**config.mk**
```make
export PLATFORM = sky130hd
export DESIGN_NAME = apb_req_arbiter
export DESIGN_NICKNAME = d
export VERILOG_FILES = /design/src/rtl/apb_req_arbiter.sv
export SDC_FILE = /design/constraint.sdc
export NUM_CORES = 1
export LEC_CHECK = 0
export ABC_AREA = 1
export ABC_CLOCK_PERIOD_IN_PS = 3080
export BUFFER_PORTS_ARGS = -buffer_cell sky130_fd_sc_hd__buf_2
export CORE_ASPECT_RATIO = 0.9
export CORE_MARGIN = 2
export CORE_UTILIZATION = 48
export DETAILED_ROUTE_END_ITERATION = 10
export GPL_TIMING_DRIVEN = 0
export PLACE_DENSITY = 0.87
export SLEW_MARGIN = 20
export SYNTH_ARGS = -nofsm -noshare
export SYNTH_HDL_FRONTEND = slang
export SYNTH_SLANG_ARGS = --single-unit
```
**constraint.sdc**
```tcl
create_clock -name HCLK -period 3.08 [get_ports HCLK]
set_input_delay 0.616 -clock HCLK [delete_from_list [all_inputs] [get_ports HCLK]]
set_output_delay 0.616 -clock HCLK [all_outputs]
set_load 0.02 [all_outputs]
```
**src/rtl/apb_req_arbiter.sv**
```systemverilog
// Two-requester round-robin arbiter driving a single APB master port (IDLE/SETUP/ACCESS).
// Define APB_TIMEOUT_EN to add an ACCESS-phase watchdog bounded by TIMEOUT_CYCLES.
module apb_req_arbiter #(
   parameter int ADDRWIDTH      = 16,
   parameter int DATAWIDTH      = 32,
   parameter int TIMEOUT_CYCLES = 255
) (
   input  logic                   HCLK,
   input  logic                   HRESET,
   input  logic                   PCLKEN,
   input  logic [1:0]             REQ,
   input  logic [2*ADDRWIDTH-1:0] ADDR,
   input  logic [1:0]             WRITE,
   input  logic [2*DATAWIDTH-1:0] WDATA,
   output logic [1:0]             DONE,
   output logic [DATAWIDTH-1:0]   RDATA,
   output logic                   ERR,
   output logic                   PSEL,
   output logic                   PENABLE,
   output logic [ADDRWIDTH-1:0]   PADDR,
   output logic                   PWRITE,
   output logic [DATAWIDTH-1:0]   PWDATA,
   input  logic [DATAWIDTH-1:0]   PRDATA,
   input  logic                   PREADY,
   input  logic                   PSLVERR,
   output logic                   APBACTIVE
);

   typedef enum logic [1:0] {
      S_IDLE   = 2'd0,
      S_SETUP  = 2'd1,
      S_ACCESS = 2'd2
   } state_t;

   state_t                r_state;
   state_t                w_state_next;

   logic                  r_last;
   logic                  r_gnt;
   logic                  r_psel;
   logic                  r_penable;
   logic [ADDRWIDTH-1:0]  r_paddr;
   logic                  r_pwrite;
   logic [DATAWIDTH-1:0]  r_pwdata;
   logic [1:0]            r_done;
   logic [DATAWIDTH-1:0]  r_rdata;
   logic                  r_err;

   logic [ADDRWIDTH-1:0]  w_addr  [2];
   logic [DATAWIDTH-1:0]  w_wdata [2];
   logic [1:0]            w_elig;
   logic                  w_win;
   logic                  w_grant;
   logic                  w_complete;
   logic                  w_timeout;
   logic                  w_finish;

   logic                  w_last_next;
   logic                  w_gnt_next;
   logic                  w_psel_next;
   logic                  w_penable_next;
   logic [ADDRWIDTH-1:0]  w_paddr_next;
   logic                  w_pwrite_next;
   logic [DATAWIDTH-1:0]  w_pwdata_next;
   logic [1:0]            w_done_next;
   logic [DATAWIDTH-1:0]  w_rdata_next;
   logic                  w_err_next;

   for (genvar gi = 0; gi < 2; gi++) begin : g_req
      assign w_addr[gi]  = ADDR[gi*ADDRWIDTH +: ADDRWIDTH];
      assign w_wdata[gi] = WDATA[gi*DATAWIDTH +: DATAWIDTH];
   end

   // A requester whose DONE is high this cycle sits out so it cannot be regranted at once.
   assign w_elig     = REQ & ~r_done;
   assign w_win      = (w_elig == 2'b11) ? ~r_last : w_elig[1];
   assign w_grant    = (r_state == S_IDLE) && PCLKEN && (w_elig != 2'b00);
   assign w_complete = (r_state == S_ACCESS) && PCLKEN && PREADY;

`ifdef APB_TIMEOUT_EN
   localparam int WDOG_W = (TIMEOUT_CYCLES > 1) ? $clog2(TIMEOUT_CYCLES) : 1;

   logic [WDOG_W-1:0] r_wdog;

   // Holds the number of ACCESS cycles already spent, so it is zero in the first one.
   always_ff @(posedge HCLK) begin
      if (HRESET || (r_state != S_ACCESS)) begin
         r_wdog <= '0;
      end else begin
         r_wdog <= r_wdog + WDOG_W'(1);
      end
   end

   assign w_timeout = (r_state == S_ACCESS) && !w_complete &&
                      (r_wdog == WDOG_W'(TIMEOUT_CYCLES - 1));
`else
   logic w_unused_timeout_cfg;

   assign w_unused_timeout_cfg = (TIMEOUT_CYCLES != 0);
   assign w_timeout            = 1'b0;
`endif

   assign w_finish = w_complete || w_timeout;

   always_ff @(posedge HCLK) begin
      if (HRESET) begin
         r_state   <= S_IDLE;
         r_last    <= 1'b1;
         r_gnt     <= 1'b0;
         r_psel    <= 1'b0;
         r_penable <= 1'b0;
         r_paddr   <= '0;
         r_pwrite  <= 1'b0;
         r_pwdata  <= '0;
         r_done    <= 2'b00;
         r_rdata   <= '0;
         r_err     <= 1'b0;
      end else begin
         r_state   <= w_state_next;
         r_last    <= w_last_next;
         r_gnt     <= w_gnt_next;
         r_psel    <= w_psel_next;
         r_penable <= w_penable_next;
         r_paddr   <= w_paddr_next;
         r_pwrite  <= w_pwrite_next;
         r_pwdata  <= w_pwdata_next;
         r_done    <= w_done_next;
         r_rdata   <= w_rdata_next;
         r_err     <= w_err_next;
      end
   end

   always_comb begin
      w_state_next = r_state;
      case (r_state)
         S_IDLE: begin
            if (w_grant) begin
               w_state_next = S_SETUP;
            end
         end
         S_SETUP: begin
            if (PCLKEN) begin
               w_state_next = S_ACCESS;
            end
         end
         S_ACCESS: begin
            if (w_finish) begin
               w_state_next = S_IDLE;
            end
         end
         default: begin
            w_state_next = S_IDLE;
         end
      endcase
   end

   // Outputs are computed one cycle ahead and registered alongside the state.
   always_comb begin
      w_last_next    = r_last;
      w_gnt_next     = r_gnt;
      w_paddr_next   = r_paddr;
      w_pwrite_next  = r_pwrite;
      w_pwdata_next  = r_pwdata;
      w_done_next    = 2'b00;
      w_rdata_next   = r_rdata;
      w_err_next     = r_err;
      w_psel_next    = (w_state_next != S_IDLE);
      w_penable_next = (w_state_next == S_ACCESS);

      if (w_grant) begin
         w_last_next   = w_win;
         w_gnt_next    = w_win;
         w_paddr_next  = w_addr[w_win];
         w_pwrite_next = WRITE[w_win];
         w_pwdata_next = w_wdata[w_win];
      end

      if (w_complete) begin
         w_done_next  = r_gnt ? 2'b10 : 2'b01;
         w_rdata_next = r_pwrite ? '0 : PRDATA;
         w_err_next   = PSLVERR;
      end else if (w_timeout) begin
         w_done_next  = r_gnt ? 2'b10 : 2'b01;
         w_rdata_next = '0;
         w_err_next   = 1'b1;
      end
   end

   assign PSEL      = r_psel;
   assign APBACTIVE = r_psel;
   assign PENABLE   = r_penable;
   assign PADDR     = r_paddr;
   assign PWRITE    = r_pwrite;
   assign PWDATA    = r_pwdata;
   assign DONE      = r_done;
   assign RDATA     = r_rdata;
   assign ERR       = r_err;

endmodule

```
# After elaboration in Yosys (flattened, before gate mapping)
# Index checks and enable logic that the tools add are counted.
totals:
  register_bits: 90
  in_bits: 137
  out_inout_bits: 87
  elab_cells: 45
classes:
  order_cmp: 2
  n_eq_ne: 4
  muxes: 15
  n_bitwise: 5
  n_reduce_logical: 8
op_table:
  columns: ["operator", "n"]
  rows:
  - ["32-bit 2-to-1 mux", 4]
  - ["16-bit 2-to-1 mux", 3]
  - ["2-bit 2-to-1 mux", 4]
  - ["2-bit == test (second input constant)", 3]
  - ["2-bit case mux with 3 select lines", 1]
  - ["1-bit logical AND", 4]
  - ["2-bit nonzero test", 2]
  - ["1-bit 2-to-1 mux", 3]
  - ["2-bit AND", 1]
  - ["2-bit by 1-bit == test with 1-bit output (second input constant)", 1]
  - ["2-bit >= comparator (second input constant)", 1]
  - ["2-bit logical NOT", 1]
  - ["1-bit by 2-bit < comparator with 1-bit output (second input constant)", 1]
  - ["1-bit NOT", 2]
  - ["1-bit NOT with 2-bit output", 1]
  - ["2-bit NOT", 1]
  - ["2-bit OR reduction", 1]

# Logic depth before layout (Yosys ltp)
depth:
  depth_word: 8
  ltp_mapped: 9
  depth_no_buf: 8

# Worst setup path after synthesis
# Ideal clock, no wire load.
synth_timing:
  kind: "input port to flip-flop"
  start: "input port HRESET"
  end: "register r_rdata[13] (netlist: RDATA[13])"
  setup_ns: 0.126
  t_arrival_ns: 1.293
  required_time_ns: 2.954
  setup_slack_ns: 1.661
  cell_stages: 5
  n_path_buf: 2
  path_cell_list: "buf_2 inv_2 nand2_2 clkbuf_1 o21ai_1"
synth_rtl:
  columns: ["item", "line", "rtl"]
  rows:
  - ["from (decl)", "9", "input logic HRESET,"]
  - ["to (signal assigned)", "128", "r_rdata <= w_rdata_next;"]
  - ["to (decl)", "46", "logic [DATAWIDTH-1:0] r_rdata;"]

# Worst setup path after layout
layout_timing:
  start: "register r_psel (netlist: APBACTIVE)"
  end: "output port PSEL"
layout_rtl:
  columns: ["item", "line", "rtl"]
  rows:
  - ["from (decl)", "40", "logic r_psel;"]
  - ["from (signal assigned)", "122", "r_psel <= w_psel_next;"]
  - ["to (decl)", "18", "output logic PSEL,"]
# No word-level cell between the ends.

==> metrics.md <==
| Metric | Value |
|---|---|
| Pin count of the biggest net entering global routing | 18 |
| Relative slew slack | 66.6% |
| Gr usage total | 24.7% |
| Ys flop type | dfxtp_1 |
| Drt total wl | 11.6 mm |
| Post-synth cell types | 19 |
| Worst EP arrival | 0.93 ns |
| Seq cells post-synth | 90 |
| Largest delay share family, worst path | flip-flops |
| DR vias | 4578 |
| # clock sinks | 90 |
| Worst-case clock buffer depth | 2 |
| Post-CTS Hold Fix Bufs | 0 |
| Max-capacitance violation count | 0 |
| VDD IR-drop max | 0.256 mV |
| Crit Path Max Fanout | 2 |
| CTS Buf Count | 9 |
| Final core occ | 66.0% |
| Post-route cell area | 5600 um^2 |
| Switching share of power | 31.9% |
| Setup ws final | 1.54 ns |
| Critical path depth in cells | 2 |
| R2r endpoint | PWRITE |
| Crit-path cells | buf_4 > buf_2 |
| Actual slew at the worst max-slew pin | 0.501 ns |
| Fmax | 647 MHz |
| Initial antenna violation count | 0 |
| Synth Instances | 616 |
| Final setup violation count | 0 |
| CTS root buf | clkbuf_8 |
| Post-route setup TNS | 0 ns |
| Period utilization | 50.1% |
| ANT nets after route | 0 |
| Req. time, crit path | 2.46 ns |
| Clk pwr share | 28.0% |
| Commonest non-fill, non-tap cell in the layout | buf_2 |
| Commonest cells after routing, fill and taps aside | buf_2 (243), nand2_1 (140), nand3_1 (134), inv_1 (103), dfxtp_1 (90) |
| Die footprint | 9430 um^2 |
| Fin crit period | 1.54 ns |
| GRT met1 Usage | 32.3% |
| Proportion of layout cells with a drive suffix above 1 | 32.7% |
| Nets | 986 |
| DRC | 0 |
| Crit-path max cell delay | 0.34 ns |
| Post-synth EDFFs | 0 |
| Area after DPL | 5420 um^2 |
| Worst-path clk slew | 0.09 ns |
| Die H | 92.3 um |
| Avg Vias per Cell | 4.71 |
| Flop pwr share | 48.8% |
| Die width | 102 um |
| Buf/Inv on CP | 2 |
| FF-to-FF path depth | 7 |
| P per Cell Area | 465 nW/um^2 |
| M2 GR Usage | 41.0% |
| Total gr overflow | 0 |
| Cts repair resizes | 0 |
| Top Ports | 224 |
| Worst setup path start | APBACTIVE |
| Ys Warns | 0 |
| P_int | 1770 uW |
| Fin. Hold Viols | 0 |
| Switching power total | 832 uW |
| First-pass GRT wire length | 18.8 mm |
| # rows | 32 |
| ANT cells | 0 |
| Critical path destination | PSEL |
| Combinational share of power | 23.2% |
| Post-synthesis net count | 753 |
| Gp weighted congestion | 0.891 |
| Initial core utilization | 49.0% |
| Setup bufs post-CTS | 0 |
| Hold WC Path Type | reg2reg |
| Post-synthesis average cell area | 6.75 um^2 |
| Post-synth ARST share | 0% |
| WL per Instance | 11.9 um |
| Dpl hpwl | 8.99 mm |
| Starting DRT DRC Count | 191 |
| Max Transition Viols Final | 0 |
| H-tree levels | 3 |
| Vias in the first global route | 4050 |
| TritonCTS clock tree | built |
| Synthesized area | 4160 um^2 |
| Slowest CP cell | dfxtp_1 |
| Skew final | 0.0114 ns |
| FF-to-FF setup slack | 1.69 ns |
| RR Startpoint | r_state[1] |
| # port buffers | 222 |
| M3 GR Usage | 5.74% |
| RSZ-0062 raised after global routing | false |
| Critical path class | reg2out |
| Core footprint | 8490 um^2 |
| Detailed Routing Iterations Pass 1 | 5 |
| GR peak layer | met2 |
| Sequential-to-total area share from yosys stat | 43.3% |
| CP Capture Type | primary output |
| Worst slack, placed | 1.31 ns |
| Leakage | 0.00318 uW |
| Status | complete, no violations |
| Worst-Skew Late Latency | 0.34 ns |
| Area grow syn2layout | 34.7% |
| CP Launch Type | register |
==> through the flow <==
| stage | total power (uW) | std cells | hold WS [ns] |
|---|---|---|---|
| 3_5_place_dp | 1900 | 957 | 0.438 |
| 5_1_grt | 2770 | 973 | 0.480 |
| 2_1_floorplan | 1670 | 616 | 0.413 |
| 6_report | 2600 | 973 | 0.454 |
| 4_1_cts | 2640 | 973 | 0.461 |
| 3_3_place_gp | 1890 | 957 | 0.426 |
==> area by class of cell <==
cell class	instances	area (um^2)
multi-input combinational	374	1700
fill	838	2890
tap	119	149
inverter	108	405
buffer	44	248
sequential	90	1800
clock buffer	9	124
clock inverter	7	58.8
timing repair buffer	222	1110
==> per-layer routing <==
| layer | share of wire, % | routed length [um] |
|---|---|---|
| met2 | 48 | 5630 |
| met4 | 1.3 | 149 |
| met5 | 0 | 0 |
| met3 | 6.7 | 777 |
| met1 | 44 | 5050 |
==> how the worst min path moves through the flow <==
stage / depth (start not counted) / slack (ns) / to / from
global route: 1 / 0.48 / DONE[0] / r_gnt
finish: 1 / 0.45 / DONE[0] / r_gnt
global placement: 1 / 0.43 / DONE[0] / r_gnt
floorplan: 1 / 0.41 / DONE[0] / r_gnt
detailed placement: 1 / 0.44 / DONE[0] / r_gnt
CTS: 1 / 0.46 / DONE[0] / r_gnt
==> worst register-to-register path, delay by kind of cell, from the launching register on <==
kind | cells | cell delay (ns)
buffers and inverters | 3 | 0.39
DFF | 1 | 0.33
AOI/OAI and AO/OA | 1 | 0.27
and+or+nand+nor | 3 | 0.31
==> registers in the layout, summed over array words and instances, names as in the netlist <==
name       flops
PWDATA        32
RDATA         32
PADDR         16
DONE           2
r_state        2
APBACTIVE      1
ERR            1
PENABLE        1
PWRITE         1
r_gnt          1
r_last         1
==> cell families after synthesis <==
logic type,synth area share (%)
AND/OR/NAND/NOR,30.5
buffers and inverters,15.7
flip-flops,43.3
AO/OA/AOI/OAI,10.4
==> Yosys cell counts, types with 6 or more instances <==
cell | count | share of area, %
buf_6 | 6 | 1.6
o21ai_1 | 17 | 2.0
clkbuf_1 | 8 | 0.72
a21oi_1 | 51 | 6.1
nor2_1 | 7 | 0.63
buf_2 | 21 | 2.5
dfxtp_1 | 90 | 43
nand3_1 | 134 | 16
o21ai_0 | 17 | 2.0
buf_1 | 6 | 0.54
inv_1 | 103 | 9.3
nand2_1 | 140 | 13
==> power by group through the flow <==
stage	clock, uW	combinational (uW)	sequential [uW]
after detailed placement	0	606	1300
after global routing	818	678	1280
final	730	605	1270
after global placement	0	598	1290
after floorplan	0	291	1380
after CTS	758	608	1270
(Power assumes the default switching activity.)
